===== src/rtl/lsu_handshake.sv =====
// Load/store unit: IDLE -> REQ (req/ack with optional timeout) -> DONE. Start -> mem_req next cycle, ack -> done next cycle.
// The memory side stalls via mem_ack; start is only sampled in IDLE and is never queued.
module lsu_handshake #(
  parameter int DATA_W  = 16,
  parameter int ADDR_W  = 16,
  parameter int TIMEOUT = 15
) (
  input  logic                clock,
  input  logic                rst,
  input  logic                start,
  input  logic                is_store,
  input  logic                size,
  input  logic                ld_signed,
  input  logic [ADDR_W-1:0]   addr,
  input  logic [DATA_W-1:0]   wdata,
  output logic                busy,
  output logic                done,
  output logic                err,
  output logic [1:0]          err_code,
  output logic [DATA_W-1:0]   rdata,
  output logic                mem_req,
  output logic                mem_we,
  output logic [ADDR_W-1:0]   mem_addr,
  output logic [DATA_W-1:0]   mem_wdata,
  output logic [DATA_W/8-1:0] mem_be,
  input  logic                mem_ack,
  input  logic [DATA_W-1:0]   mem_rdata
);

  localparam int NB     = DATA_W / 8;
  localparam int LANE_W = $clog2(NB);
  localparam int CNT_W  = (TIMEOUT > 0) ? $clog2(TIMEOUT + 1) : 1;

  typedef enum logic [1:0] {IDLE, REQ, DONE} state_t;

  state_t            state;
  logic [CNT_W-1:0]  tmo_cnt;
  logic              lat_store;
  logic              lat_size;
  logic              lat_signed;
  logic [LANE_W-1:0] lat_lane;

  logic [LANE_W-1:0] lane;
  logic              misaligned;
  logic              timeout_hit;
  logic [7:0]        ld_byte;
  logic [DATA_W-1:0] ld_word;

  assign lane        = addr[LANE_W-1:0];
  assign misaligned  = size && (lane != '0);
  assign timeout_hit = (TIMEOUT > 0) && (tmo_cnt == CNT_W'(TIMEOUT - 1));

  always_comb begin
    ld_byte = '0;
    for (int i = 0; i < NB; i++) begin
      if (lat_lane == LANE_W'(i)) ld_byte = mem_rdata[i*8 +: 8];
    end
  end

  assign ld_word = lat_size ? mem_rdata
                            : {{(DATA_W-8){lat_signed & ld_byte[7]}}, ld_byte};

  always_ff @(posedge clock or negedge rst) begin
    if (!rst) begin
      state      <= IDLE;
      tmo_cnt    <= '0;
      lat_store  <= 1'b0;
      lat_size   <= 1'b0;
      lat_signed <= 1'b0;
      lat_lane   <= '0;
      busy       <= 1'b0;
      done       <= 1'b0;
      err        <= 1'b0;
      err_code   <= 2'b00;
      rdata      <= '0;
      mem_req    <= 1'b0;
      mem_we     <= 1'b0;
      mem_addr   <= '0;
      mem_wdata  <= '0;
      mem_be     <= '0;
    end else begin
      case (state)
        IDLE: begin
          done     <= 1'b0;
          err      <= 1'b0;
          err_code <= 2'b00;
          if (start) begin
            lat_store  <= is_store;
            lat_size   <= size;
            lat_signed <= ld_signed;
            lat_lane   <= lane;
            busy       <= 1'b1;
            if (misaligned) begin
              state    <= DONE;
              done     <= 1'b1;
              err      <= 1'b1;
              err_code <= 2'b01;
            end else begin
              state     <= REQ;
              tmo_cnt   <= '0;
              mem_req   <= 1'b1;
              mem_we    <= is_store;
              mem_addr  <= {addr[ADDR_W-1:LANE_W], {LANE_W{1'b0}}};
              mem_be    <= size ? {NB{1'b1}} : ({{(NB-1){1'b0}}, 1'b1} << lane);
              mem_wdata <= size ? wdata : {NB{wdata[7:0]}};
            end
          end
        end
        REQ: begin
          // Ack has priority over a timeout expiring on the same edge.
          if (mem_ack || timeout_hit) begin
            state     <= DONE;
            done      <= 1'b1;
            mem_req   <= 1'b0;
            mem_we    <= 1'b0;
            mem_addr  <= '0;
            mem_wdata <= '0;
            mem_be    <= '0;
            if (mem_ack) begin
              if (!lat_store) rdata <= ld_word;
            end else begin
              err      <= 1'b1;
              err_code <= 2'b10;
            end
          end else begin
            tmo_cnt <= tmo_cnt + 1'b1;
          end
        end
        DONE: begin
          state    <= IDLE;
          busy     <= 1'b0;
          done     <= 1'b0;
          err      <= 1'b0;
          err_code <= 2'b00;
        end
        default: state <= IDLE;
      endcase
    end
  end

endmodule


===== config.mk =====
export PLATFORM = sky130hd
export DESIGN_NAME = lsu_handshake
export DESIGN_NICKNAME = d
export VERILOG_FILES = /design/src/rtl/lsu_handshake.sv
export SDC_FILE = /design/constraint.sdc
export NUM_CORES = 1
export LEC_CHECK = 0
export CORE_MARGIN = 8
export CORE_UTILIZATION = 45
export CTS_BUF_LIST = sky130_fd_sc_hd__clkbuf_2
export DETAILED_ROUTE_END_ITERATION = 12
export HOLD_SLACK_MARGIN = 0.03
export PLACE_DENSITY = 0.84
export SYNTH_ARGS = -nofsm -noshare
export SYNTH_HDL_FRONTEND = slang
export SYNTH_SLANG_ARGS = --single-unit

===== constraint.sdc =====
create_clock -name clock -period 1.8 [get_ports clock]
set_input_delay 0.18 -clock clock [delete_from_list [all_inputs] [get_ports clock]]
set_output_delay 0.18 -clock clock [all_outputs]
set_load 0.005 [all_outputs]

# == After elaboration in Yosys (flattened, before gate mapping) ==
# Index checks and enable logic that the tools add are counted.
# totals
out_inout_bits,57
input_bits,55
elab_cells,86
ff_bits,67
# classes
bitwise_logic,2
add_sub_neg,1
eq_ne,8
n_mux,44
reduce_logical,14
shift,1
# op_table
operator,count
16-bit 2-to-1 mux,7
16-bit case mux with 2 select lines,2
2-bit 2-to-1 mux,9
1-bit 2-to-1 mux,13
4-bit 2-to-1 mux,3
4-bit AND reduction,3
2-bit != test (second input constant),5
8-bit 2-to-1 mux,1
2-bit case mux with 2 select lines,2
4-bit case mux with 2 select lines,1
2-bit AND reduction,4
1-bit case mux with 2 select lines,3
1-bit case mux with 3 select lines,2
2-bit case mux with 3 select lines,1
4-bit by 1-bit adder with 4-bit output (second input constant),1
4-bit == test (second input constant),1
2-bit nonzero test,2
3-bit AND reduction,1
3-bit nonzero test,1
2-bit by 1-bit == test with 1-bit output (second input constant),1
2-bit == test (second input constant),1
2-bit logical NOT,1
1-bit by 1-bit left shift with 2-bit output (first input constant),1
1-bit bitwise AND,1
3 further kinds,3

# == Logic depth before layout (Yosys ltp) ==
# logic_depth
word_depth,5
mapped_depth,8
ltp_nobuf,6

# == Worst setup path before layout ==
# No wires, ideal clock.
# synth_timing
kind,register to register
from,register state[0]
to,register mem_addr[8]
arrival_time_ns,1.506
setup_slack_ns,0.173
path_stages_with_launch,9
synth_period_minus_slack_ns,1.627
n_path_buf,3
required_time_ns,1.679
setup_time_ns,0.121
path_cell_list,dfrtp_1 -> inv_1 -> ha_1 -> buf_2 -> mux2i_2 -> nand2b_1 -> buf_4 -> buf_6 -> a22o_1
# synth_via
elab_chain_cells,3
word_cells_on_any_way,8
cone_classes,4 x eq/ne; 1 x mux; 3 x reduce/logical
# synth_rtl
element,line,text
start: declaration,36,state_t state;
start signal: assignment,65,state <= IDLE;
start signal: assignment,94,state <= DONE;
start signal: assignment,99,state <= REQ;
2-bit by 1-bit == test with 1-bit output / 2-bit logical NOT (equally long branches),82,case (state)
2-bit != test (no source line) / 2-bit nonzero test (equally long branches),n/a,
4-bit AND reduction (no source line),n/a,
end signal: assignment,103,"mem_addr <= {addr[ADDR_W-1:LANE_W], {LANE_W{1'b0}}};"
end: declaration,23,"output logic [ADDR_W-1:0] mem_addr,"
# Parallel ways exist; a longest one is shown, timed or not.
# A chain may end at the register's enable or synchronous reset.

# == Worst setup path in the final report ==
# layout_timing
from,register tmo_cnt[1]
to,register mem_addr[11]
# layout_via
elab_chain_cells,4
# layout_rtl
element,line,text
start: declaration,37,logic [CNT_W-1:0] tmo_cnt;
start signal: assignment,126,tmo_cnt <= tmo_cnt + 1'b1;
4-bit == test,51,assign timeout_hit = (TIMEOUT > 0) && (tmo_cnt == CNT_W'(TIMEOUT - 1));
1-bit logical OR,111,if (mem_ack || timeout_hit) begin
2-bit != test (no source line),n/a,
4-bit AND reduction (no source line),n/a,
# Every way passes these cells.

==> impl_metrics.json <==
{
  "wl_mm": 8.30,
  "synthArstFlopShare_pct": 100,
  "drtIter0Drc": 131,
  "root_buffer": "clkbuf_2",
  "yosys-top-cells-count": "dfrtp_1, a22o_1, o21ai_0",
  "synth_simple_gate_area_share_pct": 6.56,
  "vias": 2435,
  "setup_viol": 0,
  "synth_top_cell_by_area": "dfrtp_1",
  "area_delta_synth_final_pct": 47.6,
  "dp_cells": 429,
  "initial_core_util_pct": 46.2,
  "synth_cell_types": 40,
  "synthXorXnorAreaFrac_pct": 0,
  "synth_top_family_by_area": "compound AO/OA/AOI/OAI gates",
  "r2r_cells": 6,
  "clock_skew_ns": 0.0406,
  "grt_setup_unrepaired": "true",
  "grt_overflow": 0,
  "min_period_over_period_pct": 94.8,
  "cts_buffers": 9,
  "gp_congestion": 0.914,
  "drv_cap": 0,
  "clk-insertion-delay-late_ns": 0.51,
  "die_width_um": 96.5,
  "drive_above_1_share_pct": 12.7,
  "synth_area_per_cell_sq_um": 11.9,
  "antenna_found_initial": 0,
  "die_h_um": 96.5,
  "synth-seq-area-share_pct": 56.6,
  "cts_sinks": 66,
  "crit_type": "reg2reg",
  "ys_warn_count": 0,
  "grt_start_max_net_pins": 40,
  "grt_pass1_vias": 2579,
  "clkSlewWorstSetupHoldPaths_ns": 0.21,
  "fmax_ghz": 0.586,
  "synth_top_area_share_pct": 56.6,
  "r2r_start": "tmo_cnt[1]$_DFFE_PN0P_",
  "worst_pin_slew_ns": 0.544,
  "synth-edff-count": 0,
  "rr_endpoint": "mem_addr[11]$_DFFE_PN0P_",
  "post-dp-hpwl_mm": 6.05,
  "worstPathRequired_ns": 2.23,
  "routedWlPerCell_um": 18.6,
  "seq_area_sq_um": 1650,
  "final_cells": 446,
  "port_buffers": 110,
  "row_count": 29,
  "worstSetupStartpointType": "flop",
  "cts_max_level": 3,
  "worstPathArrival_ns": 2.14,
  "synth_mux_area_share_pct": 9.34,
  "route.detailed.drc": 0,
  "nNetsFinal": 425,
  "antenna_cells": 0,
  "hold_path_class": "in2async",
  "end_kind": "flop",
  "clock_path_buffers": 2,
  "synth.most_common_cell": "dfrtp_1",
  "die_area_sq_um": 9320,
  "fillers": 486,
  "path_max_fanout": 33,
  "synth-seq-cells": 66,
  "grtUsageTotal_pct": 18.1,
  "first_pass_iters": 4,
  "grt_pass1_wl_mm": 12.9,
  "fin_util_pct": 68.3,
  "max-vdd-ir-drop_mv": 0.821,
  "synth_compound_area_share_pct": 20.4,
  "antenna_left": 0,
  "status": "completed",
  "synth_fa_ha_area_share_pct": 2.57,
  "core_area_sq_um": 6310,
  "maxSlewHeadroom_pct": 63.7,
  "syn_inst": 245,
  "synthTopCellsByArea": "dfrtp_1, a22o_1, mux2i_1",
  "synthesis.area_sq_um": 2920,
  "via_per_inst": 5.46,
  "r2r_slack_ns": 0.09,
  "hold_viol_final": 0,
  "multi_input_area_sq_um": 1150,
  "period_minus_slack_ns": 1.71,
  "io_pins": 112,
  "power_density_nw_per_um2": 1510,
  "ys.flop_type": "dfrtp_1",
  "cts_tree": "built",
  "slew_viol_final": 0,
  "synth_nets": 306,
  "p_leak_nw": 1.97,
  "crit_path_start": "tmo_cnt[1]$_DFFE_PN0P_"
}
-- through the flow --
step | hold slack [ns] | cell area [sq um] | TNS (ns) | setup slack (ns) | power (mW)
after global placement | 0.204 | 4150 | 0 | 0.108 | 5.38
after floorplan | -0.116 | 2920 | 0 | 0.173 | 3.88
after CTS | 0.196 | 4300 | 0 | 0.0627 | 6.55
final | 0.217 | 4310 | 0 | 0.0928 | 6.49
after detailed placement | 0.209 | 4150 | 0 | 0.0492 | 5.50
after global routing | 0.192 | 4310 | -0.00000111 | -0.00000111 | 6.92
-- power by group --
part | internal, mW | switching, mW
Sequential | 2.07 | 0.376
Clock | 0.467 | 0.571
Combinational | 1.77 | 1.24
Total | 4.31 | 2.18
-- final cells by class --
class,count,area share [%]
Sequential cell,66,38.3
Inverter,7,0.610
Clock inverter,6,2.06
Tap cell,77,2.24
Multi-Input combinational cell,155,26.6
Timing Repair Buffer,125,29.0
Clock buffer,10,1.16
-- logic make-up after synthesis --
logic type	Yosys count
other cells	1
compound gates	83
simple gates	39
fa+ha+maj	6
mux	26
flops	66
buf+inv	24
-- registers in the layout (all words and copies together) (netlist names) --
name        flops
mem_wdata      16
rdata          16
mem_addr       15
tmo_cnt         4
err_code        2
mem_be          2
state           2
busy            1
done            1
err             1
lat_lane        1
lat_signed      1
lat_size        1
lat_store       1
mem_req         1
mem_we          1
-- worst max-delay path: stages, from the launching register on --
cell,delay (ns)
dfrtp_1,0.46
ha_1,0.27
a31oi_2,0.27
nand2_1,0.15
nand2b_1,0.14
buf_12,0.20
a22o_1,0.16
-- worst max-delay path by stage --
stage / end / slack, ns / cells after the start
after detailed placement: mem_wdata[6]$_DFFE_PN0P_ / 0.05 / 6
final: mem_addr[11]$_DFFE_PN0P_ / 0.09 / 6
after global placement: mem_addr[15]$_DFFE_PN0P_ / 0.11 / 6
after floorplan: mem_addr[8]$_DFFE_PN0P_ / 0.17 / 8
after global routing: mem_addr[11]$_DFFE_PN0P_ / -0.000001 / 6
after CTS: mem_addr[11]$_DFFE_PN0P_ / 0.06 / 6
-- what timing repair did --
item | CTS | global route
gates resized for setup | 0 | 2
setup buffers | 0 | 0
hold buffers | 1 | 0
hold endpoints to repair | 66 | 0
setup endpoints to repair | 0 | 34
-- per-layer routing --
| metal | part of all wire [%] | GRT usage (%) | up-vias |
|---|---|---|---|
| li1 | - | - | 1128 |
| met1 | 42 | 22.5 | 1204 |
| met2 | 47 | 28.9 | 94 |
| met3 | 8.6 | 5.26 | 9 |
| met4 | 1.4 | 7.31 | 0 |
| met5 | 0 | 0 | - |
-- cells in the final DEF (no fill, tap or decap), types with 2 or more instances in the layout --
| cell type | synthesis | layout |
|---|---|---|
| a21o_1 | 2 | 2 |
| a21oi_1 | 13 | 13 |
| a22o_1 | 24 | 24 |
| buf_12 | 0 | 3 |
| buf_4 | 2 | 11 |
| bufinv_16 | 0 | 2 |
| clkbuf_2 | 1 | 10 |
| clkdlybuf4s50_1 | 0 | 109 |
| clkinvlp_4 | 0 | 2 |
| dfrtp_1 | 66 | 66 |
| ha_1 | 6 | 5 |
| inv_1 | 7 | 7 |
| mux2_2 | 7 | 7 |
| mux2i_1 | 18 | 18 |
| nand2_1 | 20 | 20 |
| nand2b_1 | 3 | 3 |
| nand3_1 | 2 | 2 |
| nand4b_1 | 2 | 2 |
| nor2_1 | 5 | 5 |
| o211ai_1 | 3 | 3 |
| o21ai_0 | 21 | 21 |
| o22a_1 | 2 | 2 |
| o2bb2ai_1 | 9 | 9 |
| o31ai_1 | 2 | 2 |
Note: power is estimated with default switching activity, not from simulation.
